==> src/rtl/triangle_scheduler_if.sv <==
// triangle_scheduler_if: command input and rasterizer-side signals of the triangle scheduler.
// Rev 1.0
`default_nettype none

interface triangle_scheduler_if;
  logic         i_tri_valid;
  logic         o_tri_ready;
  logic [127:0] i_v1, i_v2, i_v3;
  logic [127:0] i_c1, i_c2, i_c3;
  logic         o_rast_start;
  logic [127:0] o_v1, o_v2, o_v3;
  logic [127:0] o_c1, o_c2, o_c3;
  logic         i_rast_idle;
  logic         i_rast_write;

  modport slave (
    input  i_tri_valid, i_v1, i_v2, i_v3, i_c1, i_c2, i_c3, i_rast_idle, i_rast_write,
    output o_tri_ready, o_rast_start, o_v1, o_v2, o_v3, o_c1, o_c2, o_c3
  );

  modport master (
    output i_tri_valid, i_v1, i_v2, i_v3, i_c1, i_c2, i_c3, i_rast_idle, i_rast_write,
    input  o_tri_ready, o_rast_start, o_v1, o_v2, o_v3, o_c1, o_c2, o_c3
  );
endinterface

`default_nettype wire

==> src/rtl/triangle_scheduler.sv <==
// triangle_scheduler: FIFO-buffered triangle issue to the rasterizer with completion tracking and stats.
// Rev 1.0
`default_nettype none

module triangle_scheduler #(
  parameter int DEPTH        = 4,
  parameter int BUSY_TIMEOUT = 4
) (
  input  wire logic                   i_clk,
  input  wire logic                   i_reset,
  triangle_scheduler_if.slave         bus,
  input  wire logic                   i_clear_stats,
  output logic [$clog2(DEPTH):0]      o_level,
  output logic                        o_busy,
  output logic                        o_done,
  output logic [15:0]                 o_tri_count,
  output logic [31:0]                 o_pixel_count
);

  localparam int c_AW = $clog2(DEPTH);
  localparam int c_CW = (BUSY_TIMEOUT > 1) ? $clog2(BUSY_TIMEOUT) : 1;
  localparam logic [c_AW:0]   c_LEVEL_FULL = (c_AW + 1)'(DEPTH);
  localparam logic [c_CW-1:0] c_CNT_LAST   = c_CW'(BUSY_TIMEOUT - 1);

  localparam logic [2:0] S_IDLE      = 3'd0;
  localparam logic [2:0] S_ISSUE     = 3'd1;
  localparam logic [2:0] S_WAIT_BUSY = 3'd2;
  localparam logic [2:0] S_WAIT_IDLE = 3'd3;
  localparam logic [2:0] S_COMPLETE  = 3'd4;

  logic [767:0]    r_mem [DEPTH];
  logic [c_AW-1:0] r_wr_ptr, r_rd_ptr;
  logic [c_AW:0]   r_level;
  logic [2:0]      r_state, w_state_nxt;
  logic [c_CW-1:0] r_cnt;
  logic [767:0]    r_tri;
  logic [15:0]     r_tri_count;
  logic [31:0]     r_pixel_count;

  logic w_full, w_push, w_pop, w_load, w_start, w_complete, w_done;

  assign w_full = (r_level == c_LEVEL_FULL);
  assign w_push = bus.i_tri_valid && bus.o_tri_ready;

  // Ready is held low while reset is asserted so the block presents all-zero outputs.
  assign bus.o_tri_ready = !w_full && !i_reset;

  // FIFO storage carries no reset; validity is tracked by r_level alone.
  always_ff @(posedge i_clk) begin
    if (w_push)
      r_mem[r_wr_ptr] <= {bus.i_v1, bus.i_v2, bus.i_v3, bus.i_c1, bus.i_c2, bus.i_c3};
  end

  always_ff @(posedge i_clk or posedge i_reset) begin
    if (i_reset) begin
      r_wr_ptr <= '0;
      r_rd_ptr <= '0;
      r_level  <= '0;
    end else begin
      if (w_push) r_wr_ptr <= r_wr_ptr + c_AW'(1);
      if (w_pop)  r_rd_ptr <= r_rd_ptr + c_AW'(1);
      case ({w_push, w_pop})
        2'b10:   r_level <= r_level + (c_AW + 1)'(1);
        2'b01:   r_level <= r_level - (c_AW + 1)'(1);
        default: r_level <= r_level;
      endcase
    end
  end

  always_ff @(posedge i_clk or posedge i_reset) begin
    if (i_reset) r_state <= S_IDLE;
    else         r_state <= w_state_nxt;
  end

  always_comb begin
    w_state_nxt = r_state;
    case (r_state)
      S_IDLE:      if ((r_level != '0) && bus.i_rast_idle) w_state_nxt = S_ISSUE;
      S_ISSUE:     w_state_nxt = S_WAIT_BUSY;
      S_WAIT_BUSY: begin
        if (!bus.i_rast_idle)        w_state_nxt = S_WAIT_IDLE;
        else if (r_cnt == c_CNT_LAST) w_state_nxt = S_COMPLETE;
      end
      S_WAIT_IDLE: if (bus.i_rast_idle) w_state_nxt = S_COMPLETE;
      S_COMPLETE:  w_state_nxt = S_IDLE;
      default:     w_state_nxt = S_IDLE;
    endcase
  end

  always_comb begin
    w_load     = (r_state == S_IDLE) && (w_state_nxt == S_ISSUE);
    w_start    = (r_state == S_ISSUE);
    w_pop      = (r_state == S_ISSUE);
    w_complete = (r_state == S_COMPLETE);
    w_done     = w_complete && (r_level == '0);
  end

  always_ff @(posedge i_clk or posedge i_reset) begin
    if (i_reset) begin
      r_cnt <= '0;
      r_tri <= '0;
    end else begin
      if (w_load)                       r_tri <= r_mem[r_rd_ptr];
      if (r_state == S_ISSUE)           r_cnt <= '0;
      else if (r_state == S_WAIT_BUSY)  r_cnt <= r_cnt + c_CW'(1);
    end
  end

  // Clear wins over a same-cycle increment; pixel count sticks at all-ones.
  always_ff @(posedge i_clk or posedge i_reset) begin
    if (i_reset) begin
      r_tri_count   <= '0;
      r_pixel_count <= '0;
    end else if (i_clear_stats) begin
      r_tri_count   <= '0;
      r_pixel_count <= '0;
    end else begin
      if (w_complete) r_tri_count <= r_tri_count + 16'd1;
      if (bus.i_rast_write && (r_pixel_count != 32'hFFFF_FFFF))
        r_pixel_count <= r_pixel_count + 32'd1;
    end
  end

  assign {bus.o_v1, bus.o_v2, bus.o_v3, bus.o_c1, bus.o_c2, bus.o_c3} = r_tri;
  assign bus.o_rast_start = w_start;
  assign o_done           = w_done;
  assign o_level          = r_level;
  assign o_busy           = (r_state != S_IDLE) || (r_level != '0);
  assign o_tri_count      = r_tri_count;
  assign o_pixel_count    = r_pixel_count;

endmodule

`default_nettype wire

==> src/flat_wrapper.sv <==
// flat-port wrapper written by rule: the top's interface ports become plain ports
module triangle_scheduler_flat 
#(
  parameter int DEPTH        = 4,
  parameter int BUSY_TIMEOUT = 4
)
  (i_clk, i_reset, i_clear_stats, o_level, o_busy, o_done, o_tri_count, o_pixel_count, bus_i_tri_valid, bus_i_v1, bus_i_v2, bus_i_v3, bus_i_c1, bus_i_c2, bus_i_c3, bus_i_rast_idle, bus_i_rast_write, bus_o_tri_ready, bus_o_rast_start, bus_o_v1, bus_o_v2, bus_o_v3, bus_o_c1, bus_o_c2, bus_o_c3);
  triangle_scheduler_if bus_i ();
  input  wire logic i_clk;
  input  wire logic i_reset;
  input  wire logic i_clear_stats;
  output logic [$clog2(DEPTH):0] o_level;
  output logic o_busy;
  output logic o_done;
  output logic [15:0] o_tri_count;
  output logic [31:0] o_pixel_count;
  input wire logic [$bits(bus_i.i_tri_valid)-1:0] bus_i_tri_valid;
  input wire logic [$bits(bus_i.i_v1)-1:0] bus_i_v1;
  input wire logic [$bits(bus_i.i_v2)-1:0] bus_i_v2;
  input wire logic [$bits(bus_i.i_v3)-1:0] bus_i_v3;
  input wire logic [$bits(bus_i.i_c1)-1:0] bus_i_c1;
  input wire logic [$bits(bus_i.i_c2)-1:0] bus_i_c2;
  input wire logic [$bits(bus_i.i_c3)-1:0] bus_i_c3;
  input wire logic [$bits(bus_i.i_rast_idle)-1:0] bus_i_rast_idle;
  input wire logic [$bits(bus_i.i_rast_write)-1:0] bus_i_rast_write;
  output wire logic [$bits(bus_i.o_tri_ready)-1:0] bus_o_tri_ready;
  output wire logic [$bits(bus_i.o_rast_start)-1:0] bus_o_rast_start;
  output wire logic [$bits(bus_i.o_v1)-1:0] bus_o_v1;
  output wire logic [$bits(bus_i.o_v2)-1:0] bus_o_v2;
  output wire logic [$bits(bus_i.o_v3)-1:0] bus_o_v3;
  output wire logic [$bits(bus_i.o_c1)-1:0] bus_o_c1;
  output wire logic [$bits(bus_i.o_c2)-1:0] bus_o_c2;
  output wire logic [$bits(bus_i.o_c3)-1:0] bus_o_c3;
  assign bus_i.i_tri_valid = bus_i_tri_valid;
  assign bus_i.i_v1 = bus_i_v1;
  assign bus_i.i_v2 = bus_i_v2;
  assign bus_i.i_v3 = bus_i_v3;
  assign bus_i.i_c1 = bus_i_c1;
  assign bus_i.i_c2 = bus_i_c2;
  assign bus_i.i_c3 = bus_i_c3;
  assign bus_i.i_rast_idle = bus_i_rast_idle;
  assign bus_i.i_rast_write = bus_i_rast_write;
  assign bus_o_tri_ready = bus_i.o_tri_ready;
  assign bus_o_rast_start = bus_i.o_rast_start;
  assign bus_o_v1 = bus_i.o_v1;
  assign bus_o_v2 = bus_i.o_v2;
  assign bus_o_v3 = bus_i.o_v3;
  assign bus_o_c1 = bus_i.o_c1;
  assign bus_o_c2 = bus_i.o_c2;
  assign bus_o_c3 = bus_i.o_c3;
  triangle_scheduler #(.DEPTH(DEPTH), .BUSY_TIMEOUT(BUSY_TIMEOUT)) u_core (.i_clk(i_clk), .i_reset(i_reset), .bus(bus_i), .i_clear_stats(i_clear_stats), .o_level(o_level), .o_busy(o_busy), .o_done(o_done), .o_tri_count(o_tri_count), .o_pixel_count(o_pixel_count));
endmodule
==> config.mk <==
export PLATFORM = sky130hd
export DESIGN_NAME = triangle_scheduler_flat
export DESIGN_NICKNAME = d
export VERILOG_FILES = /design/src/rtl/triangle_scheduler_if.sv /design/src/rtl/triangle_scheduler.sv /design/src/flat_wrapper.sv
export SDC_FILE = /design/constraint.sdc
export NUM_CORES = 2
export LEC_CHECK = 0
export CAP_MARGIN = 25
export CORE_ASPECT_RATIO = 2
export CORE_UTILIZATION = 35
export CTS_CLUSTER_SIZE = 12
export DETAILED_ROUTE_END_ITERATION = 7
export RECOVER_POWER = 100
export SLEW_MARGIN = 20
export SYNTH_ARGS = -nofsm -noshare
export SYNTH_HDL_FRONTEND = slang
export SYNTH_SLANG_ARGS = --single-unit
==> constraint.sdc <==
create_clock -name i_clk -period 29.9 [get_ports i_clk]
set_input_delay 2.99 -clock i_clk [delete_from_list [all_inputs] [get_ports i_clk]]
set_output_delay 2.99 -clock i_clk [all_outputs]
set_load 0.05 [all_outputs]
==> metrics.cfg <==
[worst_setup_path]
cpMostUsedCell = clkbuf_1
cp-start-kind = primary input
path_max_fanout = 111
crit_slowest_cell = clkbuf_1
critPathArrivalTime_ns = 18.27
r2r_slack_ns = 14.59
reg2reg_from = u_core.o_level[0]
endpoint_kind = flip-flop
r2r-end = u_core.r_mem[1][565]
worst-setup-path-type = primary input to flip-flop
max_stage_delay_ns = 6.07
r2r_cells = 7
cp.required_ns = 30.41
path_cells = dlygate4sd3_1 > a31oi_1 > and3_1 > clkbuf_1 > clkbuf_1 > clkbuf_1 > buf_4

[sta]
skew_ns = 0.0872
fmax_mhz = 56.3
slew_viol_final = 4774
fin_hold_ws_ns = 0.495
setup_violations = 0
final.min_clock_period_ns = 17.76
hold_viol = 0
grt_setup_unrepaired = false
relSlewSlack_pct = -593
post-route-period-util_pct = 59.4
final.setup.tns_ns = 0
worstMarginPinSlew_ns = 10.40

[logic_synthesis]
syn_area_sq_mm = 0.142
synth_top_area_share_pct = 65.0
ys_warn_count = 0
yosys_register_bits = 3900
ys_seq_area_share_pct = 79.6
yosysUniqueCellTypes = 49
yosysTopAreaCell = edfxtp_1
synth_top_flop_cell = edfxtp_1
synth_edf_count = 3072
yosys-top-cells-area = edfxtp_1 65%, dfrtp_1 15%, mux4_2 12%
synth_area_per_cell_sq_um = 23.7
ys_async_sr_fraction_pct = 21.2
synth_nets = 6760
syn_inst = 5977

[drt]
drt-vias-per-instance = 5.00
drt_wl_total_um = 382000
dr_total_vias = 68186
ant_nets = 0
drc = 0
dr.pass1.iters = 7
wl_per_cell_um = 28.0
initialDrtViolationCount = 4305

[global_routing]
grt_start_max_net_pins = 157
grt.overflow.total = 0
grt-busiest-layer = met2
grt_pass1_vias = 72649
use_met3_pct = 7.16
grt_pass1_wl_um = 538000
antenna_found_initial = 361
grtUsageMet1_pct = 20.4
grt.total_usage_pct = 18.3
use_met2_pct = 30.4

[place]
placed_cells = 12714
gp_congestion = 0.803
hpwl_um = 251000
io_buffers = 1596

[cells_and_area]
drive_gt1_share_pct = 24.7
register_area_sq_mm = 0.113
areaGrowthSynthToFinish_pct = 23.8
fin_cells = 13640
multi_input_area_sq_mm = 0.0276
fill_cells = 34509
fin_nets = 8572

[power_and_ir_drop]
p_int_w = 0.0120
pwr-share-clk_pct = 24.0
powerDensity_mw_per_mm2 = 105
p_sw_share_pct = 35.2
cellLeakagePower_nw = 58.8
irDropWorstVdd_mv = 0.0832
switchingPower_w = 0.00648
combPwrFrac_pct = 35.6
p_seq_share_pct = 40.3

[floorplanning]
core_sq_mm = 0.403
row_count = 330
io_pins = 1597
die_y_um = 902
design.die.area_sq_mm = 0.408
initial_core_util_pct = 35.2
die_w_um = 452

[clock_tree]
insertion_delay_ns = 0.91
cts_sinks = 3900
cts_hold_buffers = 0
clkTransAtPathRegs_ns = 0.06
cts_tree = yes
htree_num_levels = 5
numCtsBuffers = 376
root_buffer = clkbuf_16
clk_path_buf_depth = 4
cts_resized = 0
post-cts-setup-buffers = 0

[worst_hold_path]
hp-start = u_core.r_tri[368]
hold_end = u_core.r_tri[368]
min_path_type = flip-flop to flip-flop
whs_path_depth = 1

[run_status]
outcome = finished with violations
violations = max-capacitance violations, max-slew violations

[run]
maxCapViolCount = 92

cell type report:
type | instances | share of cell area [%]
clock inverter | 34 | 0.320
sequential | 3900 | 64.3
antenna | 231 | 0.329
timing repair buffer | 1704 | 9.45
multi-input combinational | 1790 | 15.7
tap | 5312 | 3.79
inverter | 17 | 0.0371
clock buffer | 652 | 6.04
registers in the layout (all words and copies together), names as in the netlist:
signal / flops
u_core.o_level: 3
u_core.o_pixel_count: 32
u_core.o_tri_count: 16
u_core.r_cnt: 2
u_core.r_mem: 3072
u_core.r_rd_ptr: 2
u_core.r_state: 3
u_core.r_tri: 768
u_core.r_wr_ptr: 2
power by group through the flow:
stage               logic (W)  registers, W  clock network (W)
finish                0.00657       0.00744            0.00443
global route          0.00690       0.00754            0.00473
CTS                   0.00679       0.00741            0.00456
detailed placement    0.00677       0.00751                  0
global placement      0.00671       0.00747                  0
floorplan             0.00258       0.00961                  0
synth_stat cells (all sizes together), types with 2 or more instances:
cell    count
a31o        2
mux2i       3
o31ai       8
or4         8
nand3      14
nand4      17
dfrtp     828
a211oi      4
nand2      18
mux2      768
mux4      768
or3        18
nor4        6
buf       165
o21ai      21
xor2       10
inv        17
nor3b       2
nor2       35
xnor2      18
a21oi      25
nor2b       2
ha          8
and4        6
edfxtp   3072
nor3        8
and3        9
clkbuf    105
a31oi       2
worst max-delay path, delay by kind of cell:
kind                   cells  cell delay, ns
AOI/OAI and AO/OA          1            0.52
buffers and inverters      5           13.20
and+or+nand+nor            1            1.29
cell families (layout without fill, tap and decap cells):
logic type	after synthesis	count (layout)	share of synthesized area [%]
AOI/OAI and AO/OA	67	67	0.291
xor gates and xnor gates	28	28	0.173
adders and majority gates	9	9	0.0847
buffers and inverters	287	2407	0.917
DFF	3900	3900	79.6
muxes	1539	1539	18.3
other	0	231	0
and+or+nand+nor	147	147	0.583
worst max-delay path by stage:
stage	startpoint	to	slack, ns	cells after the start
2_1_floorplan	i_reset	u_core.o_level[0]	3.65	1
3_3_place_gp	i_reset	u_core.r_mem[0][14]	20.46	7
3_5_place_dp	i_reset	u_core.r_mem[0][123]	20.48	7
4_1_cts	i_reset	bus_o_tri_ready	21.38	3
5_1_grt	i_reset	u_core.r_mem[1][565]	10.70	7
6_report	i_reset	u_core.r_mem[1][565]	12.14	7
placed cells by master (no fill, tap or decap), types with 9 or more instances in the layout:
master and count:
inv_1 16, xor2_1 10, mux4_2 768, dfrtp_1 827, clkbuf_16 378, o21ai_1 10, dlygate4sd3_1 1583, nand4_1 17
and3_1 9, clkbuf_1 349, diode_2 231, mux2_2 767, buf_4 22, nor2_1 34, o21ai_0 11, or3_1 18
nand3_1 13, nand2_1 18, xnor2_1 18, a21oi_1 25, clkbuf_8 11, edfxtp_1 3072
stage by stage:
stage	setup slack [ns]	instance area [sq um]	utilization, %	power (W)
CTS	21.38	175000	43.5	0.0188
finish	12.14	176000	43.5	0.0184
global placement	20.46	164000	40.7	0.0142
floorplan	3.65	142000	-	0.0122
detailed placement	20.48	164000	40.7	0.0143
global route	10.70	175000	43.4	0.0192
routing by layer:
| layer | vias to the layer above | routed length, um |
|---|---|---|
| li1 | 28528 | - |
| met1 | 35932 | 135000 |
| met2 | 2605 | 188000 |
| met3 | 989 | 38000 |
| met4 | 132 | 20100 |
| met5 | - | 885 |
No activity file was read; power rests on OpenSTA's default activity.
